**config.mk**
```make
export PLATFORM = sky130hd
export DESIGN_NAME = mb_pwm_to_pcm
export DESIGN_NICKNAME = d
export VERILOG_FILES = /design/src/rtl/mb_pwm_pkg.sv /design/src/rtl/mb_pwm_in_sync.sv /design/src/rtl/mb_pwm_to_pcm.sv
export SDC_FILE = /design/constraint.sdc
export NUM_CORES = 1
export LEC_CHECK = 0
export CAP_MARGIN = 0
export CORE_MARGIN = 4
export CORE_UTILIZATION = 30
export CTS_BUF_LIST = sky130_fd_sc_hd__clkbuf_16
export CTS_CLUSTER_DIAMETER = 120
export DETAILED_ROUTE_END_ITERATION = 8
export PLACE_DENSITY = 0.47
export SYNTH_ARGS = -nofsm -noshare
export SYNTH_HDL_FRONTEND = slang
export SYNTH_HIERARCHICAL = 1
export SYNTH_SLANG_ARGS = --single-unit
```
**constraint.sdc**
```tcl
create_clock -name pwm_clk -period 2.8 [get_ports pwm_clk]
set_input_delay 0.56 -clock pwm_clk [delete_from_list [all_inputs] [get_ports pwm_clk]]
set_output_delay 0.56 -clock pwm_clk [all_outputs]
set_load 0.005 [all_outputs]
```
**src/rtl/mb_pwm_pkg.sv**
```systemverilog
// mb_pwm_pkg: shared types, PCM constants and duty-to-PCM conversion for the PWM domain
package mb_pwm_pkg;

    typedef enum logic [0:0] {
        SEEK    = 1'b0,
        MEASURE = 1'b1
    } state_t;

    localparam logic [15:0] PCM_MIDSCALE = 16'h0000;
    localparam logic [15:0] PCM_MAX      = 16'h7FFF;

    // Offset-binary duty back to two's complement; a full-frame high count saturates
    function automatic logic [15:0] duty_to_pcm(input logic [16:0] hi, input int pwm_bits);
        logic [15:0] frac;
        frac = hi[15:0] << (16 - pwm_bits);
        return (int'(hi) >= (1 << pwm_bits)) ? PCM_MAX : frac ^ 16'h8000;
    endfunction

endpackage

```
**src/rtl/mb_pwm_in_sync.sv**
```systemverilog
// mb_pwm_in_sync: multi-flop synchronizer for the PWM pin plus rising-edge detector
module mb_pwm_in_sync #(
    parameter int SYNC_STAGES = 2
) (
    input  logic pwm_clk,
    input  logic rst,
    input  logic pwm_in,
    output logic lvl,
    output logic rise
);

    logic [SYNC_STAGES-1:0] sync;
    logic                   prev;

    always_ff @(posedge pwm_clk) begin
        if (rst) begin
            sync <= '0;
            prev <= 1'b0;
        end else begin
            sync <= {sync[SYNC_STAGES-2:0], pwm_in};
            prev <= sync[SYNC_STAGES-1];
        end
    end

    assign lvl  = sync[SYNC_STAGES-1];
    assign rise = lvl & ~prev;

endmodule

```
**src/rtl/mb_pwm_to_pcm.sv**
```systemverilog
// mb_pwm_to_pcm: decodes a PWM carrier into one signed 16-bit PCM sample per frame, with lock status
module mb_pwm_to_pcm
    import mb_pwm_pkg::*;
#(
    parameter int PWM_BITS    = 8,
    parameter int LOCK_FRAMES = 4,
    parameter int SYNC_STAGES = 2
) (
    input  logic        pwm_clk,
    input  logic        rst,
    input  logic        pwm_in,
    output logic [15:0] pcm_out,
    output logic        pcm_valid,
    output logic        locked
);

    localparam logic [PWM_BITS-1:0] POS_LAST = '1;
    localparam logic [PWM_BITS-1:0] POS_ONE  = PWM_BITS'(1);
    localparam logic [7:0]          LOCK_TGT = 8'(LOCK_FRAMES);

    state_t              state;
    logic [PWM_BITS-1:0] pos;
    logic [PWM_BITS-1:0] tcnt;
    logic [PWM_BITS:0]   hi;
    logic [PWM_BITS:0]   hi_lvl;
    logic [PWM_BITS:0]   hi_sum;
    logic [7:0]          lock_cnt;
    logic [7:0]          lock_nxt;
    logic                lvl;
    logic                rise;

    mb_pwm_in_sync #(
        .SYNC_STAGES(SYNC_STAGES)
    ) u_sync (
        .pwm_clk(pwm_clk),
        .rst    (rst),
        .pwm_in (pwm_in),
        .lvl    (lvl),
        .rise   (rise)
    );

    assign hi_lvl   = {{PWM_BITS{1'b0}}, lvl};
    assign hi_sum   = hi + hi_lvl;
    assign lock_nxt = (lock_cnt == LOCK_TGT) ? lock_cnt : lock_cnt + 8'd1;

    // A rising edge always marks position 0, so the frame it opens is pos 0 this cycle
    always_ff @(posedge pwm_clk) begin
        if (rst) begin
            state     <= SEEK;
            tcnt      <= '0;
            pos       <= '0;
            hi        <= '0;
            lock_cnt  <= '0;
            locked    <= 1'b0;
            pcm_out   <= PCM_MIDSCALE;
            pcm_valid <= 1'b0;
        end else begin
            pcm_valid <= 1'b0;
            if (state == SEEK) begin
                tcnt <= tcnt + POS_ONE;
                if (rise) begin
                    state <= MEASURE;
                    pos   <= POS_ONE;
                    hi    <= hi_lvl;
                    tcnt  <= '0;
                end else if (tcnt == POS_LAST) begin
                    state <= MEASURE;
                    pos   <= '0;
                    hi    <= '0;
                    tcnt  <= '0;
                end
            end else if (rise && pos != '0) begin
                pos      <= POS_ONE;
                hi       <= hi_lvl;
                lock_cnt <= '0;
                locked   <= 1'b0;
            end else if (pos == POS_LAST) begin
                pos       <= '0;
                hi        <= '0;
                pcm_out   <= duty_to_pcm(17'(hi_sum), PWM_BITS);
                pcm_valid <= 1'b1;
                lock_cnt  <= lock_nxt;
                locked    <= (lock_nxt == LOCK_TGT);
            end else begin
                pos <= pos + POS_ONE;
                hi  <= hi_sum;
            end
        end
    end

endmodule

```
==> impl_metrics.json, run 1 <==
{
  "drt_iter0_drc": 60,
  "clk_pin_slew_ns": 0.07,
  "final_nets": 317,
  "antenna_left": 0,
  "grt_pass1_vias": 1970,
  "slowest_stage": "dfxtp_1",
  "synth_top_family_by_area": "simple AND/OR/NAND/NOR gates",
  "worstPathRequired_ns": 3.02,
  "start_util_pct": 31.6,
  "diodes": 0,
  "cts_resized": 0,
  "ys_async_sr_fraction_pct": 0,
  "cts_buffers": 5,
  "setup_viol": 0,
  "fp-row-count": 32,
  "synth_area_leaders": "dfxtp_1 (39%), nor2_1 (5.7%), a21oi_1 (3.8%)",
  "post_cts_buffers": 0,
  "yosys.area_share.simple_pct": 25.5,
  "outcome": "finished clean",
  "hold_viol": 0,
  "multi_input_area_um2": 1380,
  "dpl.hpwl_um": 4030,
  "grt-ovfl-total": 0,
  "crit_buf_inv": 0,
  "fmax_ghz": 0.442,
  "p_int_mw": 1.33,
  "syn_nets": 304,
  "min_period_over_period_pct": 80.8,
  "fillCellCount": 822,
  "path_cells": "or4b_1 > o22a_2 > nor3_2 > nand4_1 > mux2i_1",
  "synth-seq-cells": 48,
  "place_congestion": 0.748,
  "tightest_slew_ns": 0.682,
  "synth_fa_ha_area_share_pct": 3.51,
  "cts_sinks": 48,
  "ys_seq_area_share_pct": 38.5,
  "cts_tree": "yes",
  "fin_worst_skew_ns": 0.00675,
  "synthFlopType": "dfxtp_1",
  "leakagePower_nw": 1.02,
  "synth_top_area_cell": "dfxtp_1",
  "final_cell_mix": "dfxtp_1 (48), nor2_1 (38), a21oi_1 (19), clkdlybuf4s50_1 (19)",
  "maxCapViolCount": 0,
  "portBuffers": 20,
  "p_per_area_nw_per_um2": 556,
  "p_seq_share_pct": 42.4,
  "postSynthCellCount": 294,
  "yosysUniqueCellTypes": 53,
  "chipHeight_um": 99.2,
  "cpLargestDelayFamily": "simple AND/OR/NAND/NOR gates",
  "cp_max_fo": 15,
  "netSwitchingFraction_pct": 19.9,
  "synth_edf_count": 0,
  "p_sw_mw": 0.329,
  "drv_slew": 0,
  "min_path_type": "reg2reg",
  "rsz0062_at_grt": "no",
  "yosysTopAreaCellShare_pct": 38.5,
  "clock_latency_ns": 0.29,
  "drive_gt1_share_pct": 9.74,
  "syn_area_per_cell_um2": 8.49,
  "antenna_found_initial": 0,
  "grt_pass1_wl_um": 9630,
  "hold_buffers": 0,
  "grt_use_total_pct": 11.8,
  "vias_per_cell": 5.06,
  "io_pins": 21,
  "vias": 2075,
  "final-seq-area_um2": 961,
  "crit_arrival_ns": 2.49,
  "fp.dieW_um": 99.2,
  "synthToLayoutAreaGrowth_pct": 19.2,
  "fin_ws_ns": 0.537,
  "coreArea_um2": 7890,
  "clockBufferDepth": 2,
  "grt_max_degree": 32,
  "synthMuxAreaShare_pct": 0.401,
  "p_clk_share_pct": 52.3,
  "max_stage_delay_ns": 0.60,
  "clock-root-buffer": "clkbuf_16",
  "worstSetupEndpointType": "flop",
  "crit_path_start_kind": "flop",
  "htree_levels": 2,
  "place_ws_ns": 0.523,
  "ir_drop_mv": 0.342,
  "finalSetupTns_ns": 0,
  "p_comb_share_pct": 5.3,
  "yosys_warnings": 6,
  "drc": 0,
  "wl_per_cell_um": 13.7,
  "max_slew_margin_pct": 54.5,
  "synth-compound-area-share_pct": 21.4,
  "min_period_ns": 2.26,
  "critPathKind": "reg2reg",
  "layout_commonest_cell": "dfxtp_1",
  "first_pass_iters": 4,
  "synth_xor_area_share_pct": 4.56,
  "syn_area_um2": 2490,
  "die_area_um2": 9840,
  "routed_wl_um": 5620
}
==> Yosys cell counts, types with 3 or more instances <==
master and n:
a211oi_1 9, nor2_1 38, and3_1 4, a21o_1 3, a21oi_1 19, nand3_1 10, nor2b_1 4, ha_1 7
or2_2 4, a311oi_1 3, a22oi_1 3, nand3b_1 4, dfxtp_1 48, nand2_1 15, nor4_1 4, a22o_1 4
buf_4 8, a31oi_1 3, clkbuf_1 11, xnor2_1 9, inv_1 11, o21ai_0 15, nand4_1 5, xor2_1 4
nor3_1 10
==> worst reg2reg max path, delay by kind of cell, from the launching register on <==
family,cells,cell delay (ns)
flip-flops,1,0.60
AO/OA/AOI/OAI,1,0.33
multiplexers,1,0.14
AND/OR/NAND/NOR,3,1.14
==> final timing paths <==
path         slack (ns)            from        endpoint  depth (start not counted)
max                0.54           state           hi[3]                          5
min                0.43  u_sync/sync[0]  u_sync/sync[1]                          1
max reg2reg        0.54           state           hi[3]                          5
min reg2reg        0.43  u_sync/sync[0]  u_sync/sync[1]                          1
==> layout make-up <==
class                      count  area share [%]
sequential                    48            32.3
clock buffer                   5            4.21
multi-input combinational    214            46.4
tap                          102            4.29
inverter                      11            1.39
clock inverter                 3            3.03
timing repair buffer          27            8.33
==> routing by layer <==
layer  vias to the layer above  part of all wire, %  global-route usage, %
li1                       1081                    -                      -
met3                         7                  2.8                   2.10
met2                        24                   47                   20.0
met5                         -                    0                      0
met4                         0                  1.0                   3.47
met1                       963                   49                   15.3
==> sequential cells by signal, indices dropped and copies added (netlist names) <==
| signal | count |
|---|---|
| tcnt | 8 |
| lock_cnt | 8 |
| state | 1 |
| pcm_out | 9 |
| locked | 1 |
| pos | 8 |
| hi | 9 |
| u_sync/sync | 2 |
| u_sync/prev | 1 |
| pcm_valid | 1 |
==> stage by stage <==
step	util [%]	cell area, um2	std cells	hold slack, ns	total power, mW
after floorplan	-	2490	294	0.414	0.777
after global placement	35.0	2760	402	0.421	0.805
after detailed placement	35.0	2760	402	0.427	0.807
after CTS	37.7	2970	410	0.442	1.68
after global routing	37.7	2970	410	0.466	1.71
final	37.7	2970	410	0.431	1.65
==> power by group through the flow <==
stage / clock network [mW] / logic [mW] / registers (mW)
after floorplan: 0 / 0.0644 / 0.713
after global placement: 0 / 0.0890 / 0.716
after detailed placement: 0 / 0.0899 / 0.717
after CTS: 0.888 / 0.0901 / 0.701
after global routing: 0.905 / 0.0999 / 0.703
final: 0.866 / 0.0878 / 0.701
==> cells by family (layout without fill, tap and decap cells) <==
kind of cell             after synthesis  count (layout)
AO/OA/AOI/OAI                         78              78
XOR/XNOR                              13              13
adder cells (fa/ha/maj)                7               7
buffers and inverters                 32              46
flip-flops                            48              48
multiplexers                           1               1
AND/OR/NAND/NOR                      115             115
Power figures use the tool's default switching activity.
==> run 2, diff against run 1 <==
--- a/config.mk
+++ b/config.mk
@@ -11,7 +11,7 @@
 export CTS_BUF_LIST = sky130_fd_sc_hd__clkbuf_16
 export CTS_CLUSTER_DIAMETER = 120
 export DETAILED_ROUTE_END_ITERATION = 8
-export PLACE_DENSITY = 0.47
+export PLACE_DENSITY = 0.48
 export SYNTH_ARGS = -nofsm -noshare
 export SYNTH_HDL_FRONTEND = slang
 export SYNTH_HIERARCHICAL = 1
==> constraint.sdc (replaced) <==
create_clock -name pwm_clk -period 1.9 [get_ports pwm_clk]
set_input_delay 0.38 -clock pwm_clk [delete_from_list [all_inputs] [get_ports pwm_clk]]
set_output_delay 0.38 -clock pwm_clk [all_outputs]
set_load 0.005 [all_outputs]
==> run 2 against run 1 <==
The run now ends with setup timing left. Hold slack improved by 0.011 ns. Global-route usage grew 0.53 points. Non-clock buffer count up 37. Routed wire length rose by 10%. Flip-flop and latch count unchanged. Cell area is 11% higher. Sequential power increased by 47%. Core utilization increased by 4.1 points. Clock skew up 0.0022 ns. Via count rose by 8.2%. Count of clock-buffer cells in the layout unchanged. Critical endpoint is now locked.
==> impl_metrics.json, run 2 (synthesis results as in run 1) <==
{
  "outcome": "finished with violations",
  "violations": "setup timing",
  "cts_buffers": 5,
  "antenna_left": 0,
  "final_core_util_pct": 41.8,
  "fin_ws_ns": -0.0999,
  "fin_area_um2": 3300,
  "grt_pass1_vias": 2045,
  "die_area_um2": 9840,
  "drive_gt1_share_pct": 23.5,
  "fmax_ghz": 0.500,
  "placed_area_um2": 3020,
  "layout_commonest_cell": "dfxtp_1",
  "start_util_pct": 31.6,
  "dpl.hpwl_um": 4410,
  "cts_tree": "yes",
  "grt_max_degree": 21,
  "final_nets": 354,
  "crit_arrival_ns": 2.23,
  "routed_wl_um": 6190,
  "leakagePower_nw": 1.20,
  "fin_worst_skew_ns": 0.00900,
  "htree_levels": 2,
  "min_path_type": "reg2reg",
  "final_cell_mix": "dfxtp_1 (47), buf_4 (40), nor2_1 (35)",
  "io_pins": 21,
  "clk_pin_slew_ns": 0.07,
  "chipHeight_um": 99.2,
  "portBuffers": 20,
  "wl_per_cell_um": 13.8,
  "max_slew_margin_pct": 70.4,
  "setup_viol": 15,
  "vias_per_cell": 5.02,
  "cp_max_fo": 6,
  "first_pass_iters": 4,
  "grt_pass1_wl_um": 9980,
  "finalSetupTns_ns": -0.803,
  "maxCapViolCount": 0,
  "rsz0062_at_grt": "yes",
  "worstSetupEndpointType": "flop",
  "place_congestion": 0.742,
  "cts_sinks": 48,
  "fp-row-count": 32,
  "coreArea_um2": 7890,
  "antenna_found_initial": 0,
  "clock-root-buffer": "clkbuf_16",
  "fillCellCount": 787,
  "timing.hold.ws_ns": 0.442,
  "drt_iter0_drc": 68,
  "clock_latency_ns": 0.29,
  "p_per_area_nw_per_um2": 671,
  "worstPathRequired_ns": 2.13,
  "critPathKind": "reg2reg",
  "reg_top3": "hi (9), pcm_out (9)",
  "clockBufferDepth": 2,
  "grt_use_total_pct": 12.3,
  "fp.dieW_um": 99.2,
  "min_period_ns": 2.00,
  "ir_drop_mv": 0.355,
  "crit_path_start_kind": "flop",
  "min_period_over_period_pct": 105,
  "tightest_slew_ns": 0.444,
  "vias": 2246,
  "hold_viol": 0,
  "drv_slew": 0,
  "diodes": 0,
  "synthToLayoutAreaGrowth_pct": 32.1,
  "drc": 0,
  "grt-ovfl-total": 0
}
[run 2: changes by cell type in the layout (fill, tap and decap cells not counted), sizes merged]
cell,before,now
buf,8,45
clkinv,0,2
bufinv,3,1
[run 2: worst paths after layout]
| check | startpoint | endpoint | slack (ns) | depth (start not counted) |
|---|---|---|---|---|
| max | pos[0] | locked | -0.1 | 7 |
| min | u_sync/sync[0] | u_sync/sync[1] | 0.44 | 1 |
| max reg2reg | pos[0] | locked | -0.1 | 7 |
| min reg2reg | u_sync/sync[0] | u_sync/sync[1] | 0.44 | 1 |
[run 2: layer usage]
layer / wire, um / track usage [%] / vias to the layer above
li1: - / - / 1164
met1: 3080 / 17.0 / 1046
met2: 2830 / 19.6 / 32
met3: 236 / 2.45 / 4
met4: 38 / 3.47 / 0
met5: 0 / 0 / -
[run 2: power breakdown]
part | switching (mW) | leakage [nW] | internal, mW | total [mW]
combinational | 0.103 | 0.734 | 0.0790 | 0.182
sequential | 0.00831 | 0.388 | 1.02 | 1.03
clock | 0.381 | 0.0814 | 0.619 | 1.00
[run 2: layout make-up]
type | count | area [um2] | area share, %
clock inverters | 3 | 42.5 | 1.29
well taps | 102 | 128 | 3.87
repair buffers | 64 | 541 | 16.4
clock buffers | 5 | 125 | 3.80
multi-input cells | 214 | 1460 | 44.2
inverters | 11 | 41.3 | 1.25
flip-flops and latches | 48 | 962 | 29.2
[run 2: stage by stage]
stage / setup WS (ns) / instances / power (mW)
6_report: -0.0999 / 447 / 2.21
2_1_floorplan: -0.0168 / 294 / 1.15
4_1_cts: -0.108 / 443 / 2.24
5_1_grt: -0.168 / 447 / 2.32
3_5_place_dp: -0.0994 / 435 / 1.22
3_3_place_gp: -0.0549 / 435 / 1.22
[run 2: repair_timing]
action                                  4_1_cts  5_1_grt
cloned                                        0        2
hold buffers                                  0        0
gates resized for setup                       3       24
pin swaps                                     5        8
buffers inserted                              0        2
endpoints found under the setup margin       14       31
[run 2: worst max-delay path, cell delays in order (launching register included)]
cell     delay, ns
dfxtp_2       0.32
inv_2         0.06
ha_4          0.12
or4b_4        0.47
o41a_4        0.41
o21a_4        0.22
nor2_4        0.18
a22o_1        0.16
